[config.mk]
export PLATFORM = sky130hd
export DESIGN_NAME = rv32i_control_fsm
export DESIGN_NICKNAME = d
export VERILOG_FILES = /design/src/rtl/rv32i_control_fsm.sv
export SDC_FILE = /design/constraint.sdc
export NUM_CORES = 1
export LEC_CHECK = 0
export ABC_CLOCK_PERIOD_IN_PS = 5500
export CORE_MARGIN = 3
export CORE_UTILIZATION = 42
export CTS_CLUSTER_SIZE = 40
export DETAILED_ROUTE_END_ITERATION = 12
export GPL_TIMING_DRIVEN = 0
export PLACE_DENSITY = 0.91
export REMOVE_ABC_BUFFERS = 1
export SLEW_MARGIN = 5
export SYNTH_ARGS = -nofsm -noshare
export SYNTH_HDL_FRONTEND = slang
export SYNTH_SLANG_ARGS = --single-unit
[constraint.sdc]
create_clock -name clk -period 5.5 [get_ports clk]
set_input_delay 1.1 -clock clk [delete_from_list [all_inputs] [get_ports clk]]
set_output_delay 1.1 -clock clk [all_outputs]
set_load 0.005 [all_outputs]
[src/rtl/rv32i_control_fsm.sv]
// Multicycle RV32I control FSM plus the datapath_types package it drives.
// Optional CTRL_TRAP_ILLEGAL_EN: unknown opcodes trap into HALT instead of running as NOPs.
package datapath_types;
  typedef enum logic [1:0] {pcmux_pc_plus4, pcmux_alu_out, pcmux_alu_mod2} pcmux_sel_t;
  typedef enum logic {alumux1_rs1_out, alumux1_pc_out} alumux1_sel_t;
  typedef enum logic [2:0] {alumux2_i_imm, alumux2_u_imm, alumux2_b_imm, alumux2_s_imm,
                            alumux2_j_imm, alumux2_rs2_out} alumux2_sel_t;
  typedef enum logic [3:0] {regfilemux_alu_out, regfilemux_br_en, regfilemux_u_imm,
                            regfilemux_lw, regfilemux_pc_plus4, regfilemux_lb,
                            regfilemux_lbu, regfilemux_lh, regfilemux_lhu} regfilemux_sel_t;
  typedef enum logic {marmux_pc_out, marmux_alu_out} marmux_sel_t;
  typedef enum logic {cmpmux_rs2_out, cmpmux_i_imm} cmpmux_sel_t;
  typedef enum logic [2:0] {alu_add, alu_sll, alu_sra, alu_sub,
                            alu_xor, alu_srl, alu_or, alu_and} alu_ops_t;

  parameter logic [6:0] op_lui   = 7'b0110111;
  parameter logic [6:0] op_auipc = 7'b0010111;
  parameter logic [6:0] op_jal   = 7'b1101111;
  parameter logic [6:0] op_jalr  = 7'b1100111;
  parameter logic [6:0] op_br    = 7'b1100011;
  parameter logic [6:0] op_load  = 7'b0000011;
  parameter logic [6:0] op_store = 7'b0100011;
  parameter logic [6:0] op_imm   = 7'b0010011;
  parameter logic [6:0] op_reg   = 7'b0110011;

  parameter logic [2:0] cmp_blt  = 3'b100;
  parameter logic [2:0] cmp_bltu = 3'b110;

  typedef struct packed {
    logic            load_pc;
    logic            load_ir;
    logic            load_regfile;
    logic            load_mar;
    logic            load_mdr;
    logic            load_data_out;
    pcmux_sel_t      pcmux_sel;
    alumux1_sel_t    alumux1_sel;
    alumux2_sel_t    alumux2_sel;
    regfilemux_sel_t regfilemux_sel;
    marmux_sel_t     marmux_sel;
    cmpmux_sel_t     cmpmux_sel;
    alu_ops_t        aluop;
    logic [2:0]      cmpop;
    logic [1:0]      mdr_shift;  // byte offset of the loaded datum inside MDR
  } control_sig;
endpackage

module rv32i_control_fsm
  import datapath_types::*;
#(
  parameter int unsigned MEM_WAIT_MAX = 0
) (
  input  logic       clk,
  input  logic       rst,
  input  logic [6:0] opcode,
  input  logic [2:0] funct3,
  input  logic [6:0] funct7,
  input  logic       br_en,
  input  logic [1:0] addr_lo,
  input  logic       mem_resp,
  output control_sig ctrl,
  output logic       mem_read,
  output logic       mem_write,
  output logic [3:0] mem_byte_enable,
  output logic       mem_timeout,
  output logic       illegal_op
);

  typedef enum logic [4:0] {
    s_fetch1, s_fetch2, s_fetch3, s_decode,
    s_lui, s_auipc, s_jal, s_jalr, s_br, s_imm, s_reg,
    s_calc_ld, s_ld1, s_ld2, s_calc_st, s_st1, s_st2, s_halt
  } state_t;

  state_t      state, state_nx;
  logic [31:0] wait_cnt;
  logic        mem_state, wait_expired, rd_req, wr_req, timeout_q;
  logic        unused_funct7;

  assign unused_funct7 = ^{funct7[6], funct7[4:0]};
  assign mem_state     = (state == s_fetch2) || (state == s_ld1) || (state == s_st1);
  // wait_cnt holds cycles already spent, so this fires on the MEM_WAIT_MAX-th cycle
  assign wait_expired  = (MEM_WAIT_MAX != 0) && mem_state && !mem_resp &&
                         (wait_cnt == MEM_WAIT_MAX - 1);

  always_ff @(posedge clk) begin
    if (rst) begin
      state     <= s_fetch1;
      wait_cnt  <= '0;
      timeout_q <= 1'b0;
    end else begin
      state    <= state_nx;
      wait_cnt <= (MEM_WAIT_MAX != 0 && mem_state && state_nx == state) ? wait_cnt + 1 : '0;
      if (wait_expired) timeout_q <= 1'b1;
    end
  end

`ifdef CTRL_TRAP_ILLEGAL_EN
  logic illegal_q;
  always_ff @(posedge clk) begin
    if (rst)                                          illegal_q <= 1'b0;
    else if (state == s_decode && state_nx == s_halt) illegal_q <= 1'b1;
  end
  assign illegal_op = illegal_q;
`else
  assign illegal_op = 1'b0;
`endif

  always_comb begin
    ctrl                = '0;
    ctrl.pcmux_sel      = pcmux_pc_plus4;
    ctrl.alumux1_sel    = alumux1_rs1_out;
    ctrl.alumux2_sel    = alumux2_i_imm;
    ctrl.regfilemux_sel = regfilemux_alu_out;
    ctrl.marmux_sel     = marmux_pc_out;
    ctrl.cmpmux_sel     = cmpmux_rs2_out;
    ctrl.aluop          = alu_add;
    ctrl.cmpop          = funct3;
    rd_req              = 1'b0;
    wr_req              = 1'b0;
    mem_byte_enable     = 4'hF;
    state_nx            = state;

    case (state)
      s_fetch1: begin
        ctrl.load_mar = 1'b1;
        state_nx      = s_fetch2;
      end
      s_fetch2: begin
        rd_req        = 1'b1;
        ctrl.load_mdr = 1'b1;
        if (wait_expired)  state_nx = s_fetch1;
        else if (mem_resp) state_nx = s_fetch3;
      end
      s_fetch3: begin
        ctrl.load_ir = 1'b1;
        state_nx     = s_decode;
      end
      s_decode: begin
        case (opcode)
          op_lui:   state_nx = s_lui;
          op_auipc: state_nx = s_auipc;
          op_jal:   state_nx = s_jal;
          op_jalr:  state_nx = s_jalr;
          op_br:    state_nx = s_br;
          op_imm:   state_nx = s_imm;
          op_reg:   state_nx = s_reg;
          op_load:  state_nx = s_calc_ld;
          op_store: state_nx = s_calc_st;
          default: begin
`ifdef CTRL_TRAP_ILLEGAL_EN
            state_nx = s_halt;
`else
            ctrl.load_pc = 1'b1;
            state_nx     = s_fetch1;
`endif
          end
        endcase
      end
      s_lui: begin
        ctrl.regfilemux_sel = regfilemux_u_imm;
        ctrl.load_regfile   = 1'b1;
        ctrl.load_pc        = 1'b1;
        state_nx            = s_fetch1;
      end
      s_auipc: begin
        ctrl.alumux1_sel  = alumux1_pc_out;
        ctrl.alumux2_sel  = alumux2_u_imm;
        ctrl.load_regfile = 1'b1;
        ctrl.load_pc      = 1'b1;
        state_nx          = s_fetch1;
      end
      s_jal: begin
        ctrl.alumux1_sel    = alumux1_pc_out;
        ctrl.alumux2_sel    = alumux2_j_imm;
        ctrl.pcmux_sel      = pcmux_alu_out;
        ctrl.regfilemux_sel = regfilemux_pc_plus4;
        ctrl.load_regfile   = 1'b1;
        ctrl.load_pc        = 1'b1;
        state_nx            = s_fetch1;
      end
      s_jalr: begin
        ctrl.pcmux_sel      = pcmux_alu_mod2;
        ctrl.regfilemux_sel = regfilemux_pc_plus4;
        ctrl.load_regfile   = 1'b1;
        ctrl.load_pc        = 1'b1;
        state_nx            = s_fetch1;
      end
      s_br: begin
        ctrl.alumux1_sel = alumux1_pc_out;
        ctrl.alumux2_sel = alumux2_b_imm;
        ctrl.pcmux_sel   = br_en ? pcmux_alu_out : pcmux_pc_plus4;
        ctrl.load_pc     = 1'b1;
        state_nx         = s_fetch1;
      end
      s_imm, s_reg: begin
        if (state == s_reg) ctrl.alumux2_sel = alumux2_rs2_out;
        case (funct3)
          3'b000: ctrl.aluop = (state == s_reg && funct7[5]) ? alu_sub : alu_add;
          3'b010, 3'b011: begin
            ctrl.cmpop          = (funct3[0]) ? cmp_bltu : cmp_blt;
            ctrl.cmpmux_sel     = (state == s_imm) ? cmpmux_i_imm : cmpmux_rs2_out;
            ctrl.regfilemux_sel = regfilemux_br_en;
          end
          3'b101:  ctrl.aluop = funct7[5] ? alu_sra : alu_srl;
          default: ctrl.aluop = alu_ops_t'(funct3);
        endcase
        ctrl.load_regfile = 1'b1;
        ctrl.load_pc      = 1'b1;
        state_nx          = s_fetch1;
      end
      s_calc_ld: begin
        ctrl.marmux_sel = marmux_alu_out;
        ctrl.load_mar   = 1'b1;
        state_nx        = s_ld1;
      end
      s_ld1: begin
        rd_req        = 1'b1;
        ctrl.load_mdr = 1'b1;
        if (wait_expired)  state_nx = s_fetch1;
        else if (mem_resp) state_nx = s_ld2;
      end
      s_ld2: begin
        case (funct3)
          3'b000:  ctrl.regfilemux_sel = regfilemux_lb;
          3'b001:  ctrl.regfilemux_sel = regfilemux_lh;
          3'b100:  ctrl.regfilemux_sel = regfilemux_lbu;
          3'b101:  ctrl.regfilemux_sel = regfilemux_lhu;
          default: ctrl.regfilemux_sel = regfilemux_lw;
        endcase
        ctrl.mdr_shift    = addr_lo;
        ctrl.load_regfile = 1'b1;
        ctrl.load_pc      = 1'b1;
        state_nx          = s_fetch1;
      end
      s_calc_st: begin
        ctrl.alumux2_sel   = alumux2_s_imm;
        ctrl.marmux_sel    = marmux_alu_out;
        ctrl.load_mar      = 1'b1;
        ctrl.load_data_out = 1'b1;
        state_nx           = s_st1;
      end
      s_st1: begin
        wr_req = 1'b1;
        // 4-bit shift truncates, so a halfword at offset 3 keeps only byte 3
        case (funct3[1:0])
          2'b00:   mem_byte_enable = 4'b0001 << addr_lo;
          2'b01:   mem_byte_enable = 4'b0011 << addr_lo;
          default: mem_byte_enable = 4'hF;
        endcase
        if (wait_expired)  state_nx = s_fetch1;
        else if (mem_resp) state_nx = s_st2;
      end
      s_st2: begin
        ctrl.load_pc = 1'b1;
        state_nx     = s_fetch1;
      end
      s_halt:  state_nx = s_halt;
      default: state_nx = s_fetch1;
    endcase
  end

  // reset drops an in-flight request immediately rather than at the next edge
  assign mem_read    = rd_req & ~rst;
  assign mem_write   = wr_req & ~rst;
  assign mem_timeout = timeout_q;

endmodule

==> flow_summary_export.csv, run 1 <==
group,metric,value,unit
place,dp_hpwl,2.58,mm
worst_hold_path,hold_depth,2,
synthesis,synth_cell_types,51,
final_layout,finalNetCount,230,
timing,setup_viol,0,
global_routing,use_met1,28.1,%
setup_path,worst_ep_required_time,4.40,ns
final_layout,layout-drive-gt1-share,4.85,%
setup_path,crit_buf_inv,2,
worst_hold_path,hp-start,"state[3]",
timing,fin_ws,1.14,ns
clock_tree,numCtsBuffers,3,
setup_path,startpoint,"funct3[1]",
timing,worst_slew_pin_slew,0.665,ns
synthesis,netlist_area,1040,µm²
synthesis,avgSynthCellArea,6.10,µm²
final_layout,top_regs,"state (5)",
timing,fmax,230,MHz
setup_path,reg2reg_from,"state[1]",
timing,min_period,4.36,ns
clock_tree,clkTransAtPathRegs,0.05,ns
synthesis,ys_dominant_reg_cell,"dfxtp_1",
clock_tree,cts-resized-gates,0,
final_layout,largest_reg_flops,5,
timing,setup_tns,0,ns
floorplanning,die_x,55.7,µm
synthesis,netlist_instances,170,
timing,final_max_slew_viol_count,0,
floorplanning,die_y,55.7,µm
floorplanning,die_area,3100,µm²
worst_hold_path,hold_path.class,"reg2reg",
setup_path,crit_chain,"clkdlybuf4s50_1 > nor2b_1 > or4b_4 > nor2_2 > a21oi_1 > nor2_2 > clkdlybuf4s50_1",
setup_path,ff2ff_setup_slack,3.44,ns
timing,fin_crit_sh,79.2,%
setup_path,cp.depth,7,
detailed_routing,ant_nets,0,
clock_tree,cts_setup_buffers,0,
global_routing,use_met3,6.50,%
final_layout,regMostFlops,"state",
synthesis,synth-edff-count,0,
timing,relSlewSlack,55.6,%
final_layout,diodes,0,
run,maxCapViolations,0,
clock_tree,h-tree-depth,1,
place,pre_cts_ws,1.19,ns
synthesis,ys_async_sr_fraction,0,%
power_and_ir_drop,power.density,101,nW/µm²
setup_path,crit_end,"ctrl[6]",
place,gp_congestion,0.927,
synthesis,ys_seq_area_share,9.65,%
global_routing,grt_pass1_vias,1286,
global_routing,grt.busiest_layer,"met2",
clock_tree,cts_root_buffer,"clkbuf_4",
clock_tree,worstSkewPairLatency,0.25,ns
global_routing,globalRouteOverflowTotal,0,
setup_path,crit_path_end_kind,"output pin",
setup_path,critPathTopFamily,"buffers and inverters",
global_routing,grt_pass1_wl,5.73,mm
power_and_ir_drop,power.leakage,0.000510,µW
place,port_buffers,48,
power_and_ir_drop,ir_worst_vdd,71.2,µV
detailed_routing,drcViolationCount,0,
clock_tree,cts_hold_buf,0,
timing,finalHoldViolations,0,
final_layout,area_growth,44.9,%
detailed_routing,via_count,1449,
setup_path,cp_slowest_cell,"clkdlybuf4s50_1",
setup_path,max_stage_delay,0.59,ns
setup_path,crit_type,"in2out",
outcome,status,"complete, no violations",
detailed_routing,wl,3.53,mm
timing,finClkSkew,0.00866,ns
synthesis,yosysWarnings,0,
setup_path,arrival,3.26,ns
detailed_routing,first_pass_iters,5,
setup_path,start_kind,"input port",
global_routing,grt_util_all_layers,22.2,%
clock_tree,cts.sinks,5,
floorplanning,initial_core_util,45.6,%
setup_path,reg2reg_to,"state[2]",
clock_tree,cts_buffer_depth,2,
synthesis,ys_ff_latch,5,
floorplanning,coreArea,2280,µm²
setup_path,worstRegToRegCells,5,
clock_tree,cts_tree,"yes",
global_routing,grt_max_degree,22,
detailed_routing,wl_per_cell,15.1,µm
detailed_routing,first_iter_violations,80,
global_routing,antenna_found_initial,0,
floorplanning,io_pins,57,
global_routing,grt_util_met2,33.6,%
floorplanning,num_rows,17,
detailed_routing,vias_per_cell,6.19,
setup_path,crit_fanout,11,
timing,grt_setup_unrepaired,"no",
[layout make-up]
class / count / area (µm²)
Sequential cell: 5 / 100
Clock buffer: 4 / 26.3
Multi-Input combinational cell: 145 / 846
Fill cell: 195 / 773
Inverter: 4 / 15.0
Timing Repair Buffer: 48 / 480
Tap cell: 28 / 35.0
[per-stage QoR]
step                instance area (µm²)  power (µW)  utilization, %  hold slack, ns  std cells
floorplan                           961        71.8               -           0.605        154
global placement                   1480         103            64.9           0.681        230
detailed placement                 1480         105            64.9           0.700        230
CTS                                1500         150            66.0           0.705        234
global route                       1500         160            66.0           0.774        234
finish                             1500         151            66.0           0.711        234
[cell families (layout without fill, tap and decap cells)]
logic type	after synthesis	count (layout)	share of synthesized area, %
AND/OR/NAND/NOR	79	79	40.7
XOR/XNOR	1	1	0.845
buffers and inverters	21	56	9.17
other	1	2	0.362
flip-flops	5	5	9.65
multiplexers	2	2	1.93
AO/OA/AOI/OAI	61	61	37.4
[layout by cell type (no fill, tap or decap), drive strengths merged, types with 2 or more instances in the layout]
cell type      instances
clkdlybuf4s50         48
nor2                  24
o21ai                 17
a21oi                 16
nand2                 12
nand2b                 9
nor3                   7
dfxtp                  5
nor4                   4
a31oi                  4
and2                   4
clkbuf                 4
nor2b                  3
inv                    3
a21o                   3
nand3                  3
a21boi                 3
a22oi                  2
o31a                   2
a211o                  2
and3                   2
o21a                   2
mux2i                  2
conb                   2
or2                    2
or4b                   2
or4                    2
[report_power, final]
group	internal, µW	switching, µW	leakage, µW
Combinational	31.3	30.3	0.000454
Sequential	37.7	6.83	0.0000408
Clock	27.6	17.3	0.0000150
[worst min-delay path, cell delays in order (launching register included)]
cell     delay (ns)
dfxtp_1        0.46
nand2_1        0.14
a21oi_1        0.06
[cells in the mapped netlist, types with 2 or more instances]
library cell	number	area, µm²
nor2b_1	3	18.8
a21boi_0	3	22.5
dfxtp_1	5	100
nor4_1	4	25.0
nor2_1	22	82.6
and2_1	4	25.0
nand2_1	12	45.0
and3_1	2	12.5
nor2_2	2	12.5
clkbuf_1	11	41.3
a211o_1	2	17.5
o31a_1	2	17.5
a22oi_1	2	15.0
o21ai_0	17	85.1
buf_4	4	30.0
nand2b_1	9	56.3
inv_1	3	11.3
nor3_1	7	35.0
o21a_1	2	15.0
a21o_1	3	22.5
a21oi_1	15	75.1
a31oi_1	4	25.0
mux2i_1	2	20.0
nand3_1	3	15.0
[metal layers]
metal,vias to the layer above,routed length (µm)
met3,14,336
li1,685,-
met4,0,90
met2,91,1670
met1,659,1430
met5,-,0
[worst min path at each step]
stage,endpoint,slack [ns]
2_1_floorplan,state[2],0.61
3_3_place_gp,state[2],0.68
3_5_place_dp,state[2],0.70
4_1_cts,state[3],0.70
5_1_grt,state[3],0.77
6_report,state[3],0.71
Power figures use the tool's default switching activity.
==> run 2: changes to the inputs <==
- ABC_CLOCK_PERIOD_IN_PS: 5500 -> 4200
- CORE_UTILIZATION: 42 -> 39
- PLACE_DENSITY: 0.91 -> 0.86
- clock period: 5.5 -> 4.2 ns (I/O delays scaled with it)
==> flow_summary_export.csv, run 2 (same netlist as run 1, synthesis figures left out) <==
group,metric,value,unit
worst_hold_path,hold_depth,2,
detailed_routing,wl,3.25,mm
final_layout,area_growth,45.1,%
place,dp_hpwl,2.43,mm
floorplanning,num_rows,18,
detailed_routing,dr_wl_met3,152,µm
final_layout,finalNetCount,230,
worst_hold_path,hold_end,"state[3]",
timing,fmax,265,MHz
detailed_routing,first_pass_iters,4,
final_layout,fin_cells,236,
timing,fin_crit_sh,89.8,%
global_routing,grt_pass1_wl,5.41,mm
detailed_routing,met1_length,1.50,mm
timing,finalHoldViolations,0,
global_routing,grt_max_degree,22,
setup_path,crit_type,"in2out",
detailed_routing,via_count,1352,
detailed_routing,ant_nets,0,
place,pre_cts_ws,0.441,ns
setup_path,start_kind,"input port",
floorplanning,initial_core_util,41.5,%
clock_tree,cts_hold_buf,0,
setup_path,reg2reg_from,"state[1]",
global_routing,grt_pass1_vias,1187,
final_layout,nFillCells,245,
detailed_routing,routed-wl-met2,1.58,mm
power_and_ir_drop,power.leakage,0.000510,µW
clock_tree,cts_buffer_depth,2,
final_layout,regMostFlops,"state",
clock_tree,cts_root_buffer,"clkbuf_4",
timing,hold-worst-slack,0.719,ns
detailed_routing,top_layer,"met4",
floorplanning,die_x,57.6,µm
final_layout,ff_latch_area,100,µm²
setup_path,arrival,2.93,ns
timing,finClkSkew,0.00302,ns
timing,final_max_slew_viol_count,0,
final_layout,top_regs,"state (5)",
final_layout,multi_input_area,846,µm²
clock_tree,cts.sinks,5,
timing,setup_viol,0,
run,maxCapViolations,0,
setup_path,worstRegToRegCells,5,
place,dpl.cell_count,232,
clock_tree,h-tree-depth,1,
timing,min_period,3.77,ns
timing,relSlewSlack,52.8,%
detailed_routing,first_iter_violations,79,
final_layout,layout_common_cells,"clkdlybuf4s50_1, nor2_1, o21ai_0",
global_routing,globalRouteOverflowTotal,0,
power_and_ir_drop,power.density,128,nW/µm²
clock_tree,cts_setup_buffers,0,
clock_tree,worstSkewPairLatency,0.24,ns
timing,worst_slew_pin_slew,0.707,ns
setup_path,ff2ff_setup_slack,2.11,ns
detailed_routing,wl_per_cell,13.8,µm
final_layout,layout-drive-gt1-share,4.85,%
detailed_routing,drcViolationCount,0,
timing,setup_tns,0,ns
setup_path,startpoint,"funct3[1]",
floorplanning,io_pins,57,
setup_path,crit_fanout,11,
global_routing,antenna_found_initial,0,
final_layout,diodes,0,
detailed_routing,vias_per_cell,5.73,
clock_tree,cts-resized-gates,0,
worst_hold_path,hp-start,"state[3]",
timing,fin_ws,0.430,ns
outcome,status,"complete, no violations",
floorplanning,coreArea,2500,µm²
global_routing,grt_util_all_layers,19.8,%
final_layout,layout_commonest_cell,"clkdlybuf4s50_1",
clock_tree,clkTransAtPathRegs,0.04,ns
worst_hold_path,hold_path.class,"reg2reg",
floorplanning,die_y,57.6,µm
setup_path,crit_path_end_kind,"output pin",
timing,grt_setup_unrepaired,"no",
power_and_ir_drop,ir_worst_vdd,193,µV
floorplanning,die_area,3310,µm²
place,port_buffers,48,
clock_tree,cts_tree,"yes",
setup_path,worst_ep_required_time,3.36,ns
setup_path,reg2reg_to,"state[2]",
final_layout,largest_reg_flops,5,
place,gp_congestion,0.885,
clock_tree,numCtsBuffers,3,
run 2: worst max-delay path by stage:
stage | to | depth (start not counted)
2_1_floorplan | ctrl[25] | 5
3_3_place_gp | ctrl[6] | 7
3_5_place_dp | ctrl[6] | 7
4_1_cts | ctrl[6] | 7
5_1_grt | ctrl[6] | 7
6_report | ctrl[6] | 7
run 2: layer usage:
metal,vias to the layer above,track usage (%)
met3,2,2.26
met1,616,27.4
met4,0,2.98
met5,-,0
met2,43,33.4
li1,691,-
run 2: per-stage QoR:
| step | power, µW | cell area [µm²] | utilization, % |
|---|---|---|---|
| global placement | 137 | 1480 | 59.2 |
| floorplan | 94.1 | 961 | - |
| finish | 193 | 1510 | 60.2 |
| detailed placement | 137 | 1480 | 59.2 |
| global route | 207 | 1510 | 60.2 |
| CTS | 193 | 1510 | 60.2 |
run 2: area by class of cell:
type	instances	area share, %
Tap cell	30	2.49
Clock buffer	4	1.75
Multi-Input combinational cell	145	56.2
Sequential cell	5	6.65
Timing Repair Buffer	48	31.9
Inverter	4	0.998
run 2: power by group:
group | switching [µW] | internal [µW] | total (µW)
combinational | 38.2 | 41.1 | 79.2
clock | 19.4 | 35.9 | 55.3
sequential | 9.22 | 49.4 | 58.6
run 2: critical path, cell delays in order:
cell,delay (ns)
clkdlybuf4s50_1,0.59
nor2b_1,0.25
or4b_4,0.49
nor2_2,0.10
a21oi_1,0.06
nor2_2,0.09
clkdlybuf4s50_1,0.50
